### config.mk
export PLATFORM = sky130hd
export DESIGN_NAME = memwb_stage
export DESIGN_NICKNAME = d
export VERILOG_FILES = /design/src/rtl/memwb_stage.sv
export SDC_FILE = /design/constraint.sdc
export NUM_CORES = 1
export LEC_CHECK = 0
export CORE_ASPECT_RATIO = 0.6
export CORE_MARGIN = 3
export CORE_UTILIZATION = 44
export DETAILED_ROUTE_END_ITERATION = 10
export HOLD_SLACK_MARGIN = 0.02
export PLACE_DENSITY = 0.78
export SLEW_MARGIN = 30
export SYNTH_ARGS = -nofsm -noshare
export SYNTH_HDL_FRONTEND = slang
export SYNTH_SLANG_ARGS = --single-unit
### constraint.sdc
create_clock -name clk -period 8.4 [get_ports clk]
set_input_delay 2.1 -clock clk [delete_from_list [all_inputs] [get_ports clk]]
set_output_delay 2.1 -clock clk [all_outputs]
set_load 0.01 [all_outputs]
### src/rtl/memwb_stage.sv
// Memory and writeback pipeline stages: the M register, a req/ack data-memory
// handshake with store lane formatting and load extension, and the W register feeding decode.
module memwb_stage #(
   parameter int unsigned DATA_WIDTH = 32
) (
   input  logic                  clk,
   input  logic                  rst,
   input  logic                  ValidE,
   input  logic                  RegWriteE,
   input  logic                  MemWriteE,
   input  logic [1:0]            ResultSrcE,
   input  logic [4:0]            RdE,
   input  logic [2:0]            funct3E,
   input  logic [DATA_WIDTH-1:0] ALUResultE,
   input  logic [DATA_WIDTH-1:0] WriteDataE,
   input  logic [DATA_WIDTH-1:0] PCPlus4E,
   output logic                  StallM,
   output logic                  DMemReq,
   output logic                  DMemWe,
   output logic [DATA_WIDTH-1:0] DMemAddr,
   output logic [DATA_WIDTH-1:0] DMemWData,
   output logic [3:0]            DMemByteEn,
   input  logic [DATA_WIDTH-1:0] DMemRData,
   input  logic                  DMemAck,
   output logic                  RegWriteW,
   output logic [4:0]            RdW,
   output logic [DATA_WIDTH-1:0] ResultW,
   output logic                  MisalignW
);

   typedef enum logic {IDLE, WAIT} state_t;
   state_t state, state_next;

   logic                  ValidM, RegWriteM, MemWriteM;
   logic [1:0]            ResultSrcM;
   logic [4:0]            RdM;
   logic [2:0]            funct3M;
   logic [DATA_WIDTH-1:0] ALUResultM, WriteDataM, PCPlus4M;

   logic                  RegWriteWr;
   logic [1:0]            ResultSrcW;
   logic [DATA_WIDTH-1:0] ALUResultW, LoadDataW, PCPlus4W;

   logic                  memop_m, misalign_m;
   logic [1:0]            addr_lo;
   logic [7:0]            ld_byte;
   logic [15:0]           ld_half;
   logic [DATA_WIDTH-1:0] load_data;

   // M register: a bubble clears every enable so nothing downstream fires
   always_ff @(posedge clk or posedge rst) begin
      if (rst) begin
         ValidM     <= 1'b0;
         RegWriteM  <= 1'b0;
         MemWriteM  <= 1'b0;
         ResultSrcM <= '0;
         RdM        <= '0;
         funct3M    <= '0;
         ALUResultM <= '0;
         WriteDataM <= '0;
         PCPlus4M   <= '0;
      end else if (!StallM) begin
         ValidM     <= ValidE;
         RegWriteM  <= ValidE & RegWriteE;
         MemWriteM  <= ValidE & MemWriteE;
         ResultSrcM <= ResultSrcE;
         RdM        <= RdE;
         funct3M    <= funct3E;
         ALUResultM <= ALUResultE;
         WriteDataM <= WriteDataE;
         PCPlus4M   <= PCPlus4E;
      end
   end

   assign addr_lo    = ALUResultM[1:0];
   assign memop_m    = ValidM & (MemWriteM | (ResultSrcM == 2'b01));
   assign misalign_m = ((funct3M[1:0] == 2'b01) & addr_lo[0]) |
                       ((funct3M[1:0] == 2'b10) & (addr_lo != 2'b00));

   assign DMemReq  = memop_m & ~misalign_m & ((state == IDLE) | (state == WAIT));
   assign StallM   = DMemReq & ~DMemAck;
   assign DMemWe   = DMemReq & MemWriteM;
   assign DMemAddr = {ALUResultM[31:2], 2'b00};

   always_ff @(posedge clk or posedge rst) begin
      if (rst) state <= IDLE;
      else     state <= state_next;
   end

   always_comb begin
      state_next = state;
      case (state)
         IDLE: if (DMemReq && !DMemAck) state_next = WAIT;
         WAIT: if (DMemReq && DMemAck)  state_next = IDLE;
         default: state_next = IDLE;
      endcase
   end

   always_comb begin
      DMemWData  = '0;
      DMemByteEn = 4'b0000;
      case (funct3M[1:0])
         2'b00: begin
            DMemWData  = {4{WriteDataM[7:0]}};
            DMemByteEn = 4'b0001 << addr_lo;
         end
         2'b01: begin
            DMemWData  = {2{WriteDataM[15:0]}};
            DMemByteEn = addr_lo[1] ? 4'b1100 : 4'b0011;
         end
         default: begin
            DMemWData  = WriteDataM;
            DMemByteEn = 4'b1111;
         end
      endcase
      if (!DMemWe) DMemByteEn = 4'b0000;
   end

   always_comb begin
      ld_byte   = '0;
      load_data = DMemRData;
      case (addr_lo)
         2'b00: ld_byte = DMemRData[7:0];
         2'b01: ld_byte = DMemRData[15:8];
         2'b10: ld_byte = DMemRData[23:16];
         default: ld_byte = DMemRData[31:24];
      endcase
      ld_half = addr_lo[1] ? DMemRData[31:16] : DMemRData[15:0];
      case (funct3M)
         3'b000: load_data = {{24{ld_byte[7]}}, ld_byte};
         3'b001: load_data = {{16{ld_half[15]}}, ld_half};
         3'b100: load_data = {24'h0, ld_byte};
         3'b101: load_data = {16'h0, ld_half};
         default: load_data = DMemRData;
      endcase
   end

   // A stalled M loads a bubble into W so each instruction writes back once
   always_ff @(posedge clk or posedge rst) begin
      if (rst) begin
         RegWriteWr <= 1'b0;
         MisalignW  <= 1'b0;
         RdW        <= '0;
         ResultSrcW <= '0;
         ALUResultW <= '0;
         LoadDataW  <= '0;
         PCPlus4W   <= '0;
      end else if (StallM) begin
         RegWriteWr <= 1'b0;
         MisalignW  <= 1'b0;
         RdW        <= '0;
         ResultSrcW <= '0;
         ALUResultW <= '0;
         LoadDataW  <= '0;
         PCPlus4W   <= '0;
      end else begin
         RegWriteWr <= RegWriteM & ~(memop_m & misalign_m);
         MisalignW  <= memop_m & misalign_m;
         RdW        <= RdM;
         ResultSrcW <= ResultSrcM;
         ALUResultW <= ALUResultM;
         LoadDataW  <= load_data;
         PCPlus4W   <= PCPlus4M;
      end
   end

   assign RegWriteW = RegWriteWr & (RdW != 5'd0);

   always_comb begin
      case (ResultSrcW)
         2'b01:   ResultW = LoadDataW;
         2'b10:   ResultW = PCPlus4W;
         default: ResultW = ALUResultW;
      endcase
   end

endmodule
==> metrics <==
outcome=finished clean; fin cells=1266; WP buf/inv=3; post-cts resize count=0; final setup skew=14.2 ps; Antenna Cells=0; Post-Syn Instances=just under 800; HPWL after detailed placement=around 16000 um; flops & latches, synth=between 200 and 250; global-route wire length before repair=35800 um; Tightest Pin Transition=884 ps; Hold Violations, Final=0; ys flop type=dfrtp_1; largest delay contributor family on the critical path=buffers and inverters; Die Area=~23000 um^2; Remaining Overflow, GRT=0; routed len/inst=between 15 and 20 um; Inserted Clock Buffers=21; commonest non-fill, non-tap cell in the layout=clkdlybuf4s50_1; initial core utilization=45.5%; Critical Path Max Stage Delay=650 ps; Post-CTS Hold Buffers=0; Layout Nets=around 1100; maximum vdd drop=0.000155 V; Hold Crit Class=reg2reg; FFs w/ async S/R, synth=100%; HP Start=RdM[3]; initial antenna violation count=0; top-area cell type share of the netlist area=58.0%; Reg2Reg Depth=7; Tot GR Track Use=19.8%; number of synthesized flops with an enable pin=0; DRC errors left=0; initial DRC count=approximately 370; largest area contributor in the netlist=dfrtp_1; reg2reg start=funct3M[1]; area grow syn2layout=34.2%; Via Count=approximately 6300; CP Capture Type=primary output; DRT Pass-1 Iters=5; slowest CP cell=clkdlybuf4s50_1; CTS tree=built; fraction of layout cells with a size suffix above 1=13.0%; htree depth=1; placed cells=1228; # setup viols final=0; most frequent cells in the layout=clkdlybuf4s50_1 (251), dfrtp_1 (213), nand2_1 (96); fin. max-slew vios=0; unrepaired setup endpoints after global routing=no; FF-to-FF End=PCPlus4M[19]; largest net degree at the start of global routing=about 140; crit-path cells=clkdlybuf4s50_1, nor3_4, buf_4, clkdlybuf4s50_1; Slew HR=between 40% and 50%; postcts setup bufs=0; core area=between 20000 and 25000 um^2; Die Ht=~120 um; I/O Pins=roughly 250; Startpoint Class=primary input; Max Fanout on Critical Path=between 40 and 50; Critical Path RT=roughly 6300 ps; PD cells=around 220 nW/um^2; Port Buffer Count=roughly 250; top cells by area, synth=dfrtp_1 (58%), mux2_2 (9.6%), nor2b_1 (4.9%), mux2_1 (4.5%), buf_4 (3.9%); Critical Setup Path Class=in2out; Post-Route WL=~23000 um; Rows=40; critical path arrival=a little over 4000 ps; Avg Inst Size Synth=~12 um^2; post-synthesis sequential area ratio=58.0%; Worst Setup EP=StallM; Peak Freq=163 MHz; Placer Congestion=0.743; Crit path depth=4; Clk Tree Root Cell=clkbuf_16; Critical path origin=DMemAck; Final TNS setup=0 ps; DR vias/cell=4.99; Synth Cell Area=9230 um^2; remaining antenna violation count=0; Worst-Skew Late Latency=about 500 ps; reg2reg setup slack=approximately 4700 ps; max cap viols=0; Unique masters post-synth=37; vias in the first global route=around 6500; Finished Core Util=a little over 60%; fin crit period=just over 6000 ps; clk buf depth=3; LEAKAGE=5.23 nW; period utilization=72.9%; Crit path top cell by count=clkdlybuf4s50_1; die width=approximately 190 um; clock sink count=between 200 and 250; clock-pin slew on the worst setup and hold paths=around 60 ps; Yosys Warn Count=0
==> how the worst min path moves through the flow <==
stage / slack (ps) / endpoint / depth (start not counted)
after floorplan: 460 / PCPlus4M[0] / 1
after global placement: 460 / PCPlus4W[4] / 1
after detailed placement: 470 / PCPlus4M[31] / 1
after CTS: 490 / PCPlus4W[28] / 1
after global routing: 500 / PCPlus4M[31] / 1
final: 480 / RdM[3] / 1
==> registers in the layout (all words and copies together), names as in the netlist, 5 cells and up <==
name        count
RdW             5
PCPlus4W       32
RdM             5
ALUResultW     32
WriteDataM     32
PCPlus4M       32
ALUResultM     32
LoadDataW      32
==> cell families (layout without fill, tap and decap cells) <==
kind of cell,after synthesis,count (layout),synth area share [%]
other cells,1,2,0.0406
mux,127,127,15.3
buf+inv,117,321,7.01
simple gates,193,193,10.3
compound gates,134,134,8.96
flops,214,214,58.0
fa+ha+maj,2,2,0.271
==> cells in the mapped netlist, types with 3 or more instances <==
cell,count
a21oi_1,35
buf_4,48
a31oi_1,7
mux2i_1,11
o21ai_0,42
a22oi_1,32
mux2_2,79
inv_1,24
nor2_1,5
a221o_1,8
buf_2,16
nor2b_1,73
o21ai_1,3
mux2_1,37
nand2_1,96
clkbuf_1,26
dfrtp_1,214
nand3_1,8
==> through the flow <==
step / worst slack, ps / hold slack (ps) / power (mW) / instance area [um^2]
finish: 2270 / 482 / 2.75 / 12400
global route: 2190 / 500 / 2.88 / 12400
CTS: 2260 / 485 / 2.78 / 12400
detailed placement: 2260 / 474 / 1.74 / 11600
global placement: 2250 / 465 / 1.73 / 11600
floorplan: 449 / 456 / 1.47 / 9230
==> metal layers <==
| layer | vias up | global-route usage, % | wire (um) |
|---|---|---|---|
| li1 | 3009 | - | - |
| met1 | 3094 | 27.1 | 10300 |
| met2 | 186 | 31.5 | 10400 |
| met3 | 25 | 6.55 | 1930 |
| met4 | 0 | 3.52 | 364 |
| met5 | - | 0 | 0 |
==> where the power goes <==
| group | switching (mW) | internal (mW) | leakage [nW] | total [mW] |
|---|---|---|---|---|
| clock | 0.399 | 0.638 | 0.372 | 1.04 |
| combinational | 0.237 | 0.287 | 2.33 | 0.524 |
| sequential | 0.0592 | 1.13 | 2.53 | 1.19 |
==> cell type report <==
class | count | area, um^2
clock buffers | 31 | 623
clock inverters | 7 | 141
fillers | 1656 | 7880
inverters | 25 | 106
multi-input cells | 458 | 3250
flip-flops and latches | 214 | 5360
well taps | 273 | 342
repair buffers | 258 | 2570
Note: power is estimated with default switching activity, not from simulation.
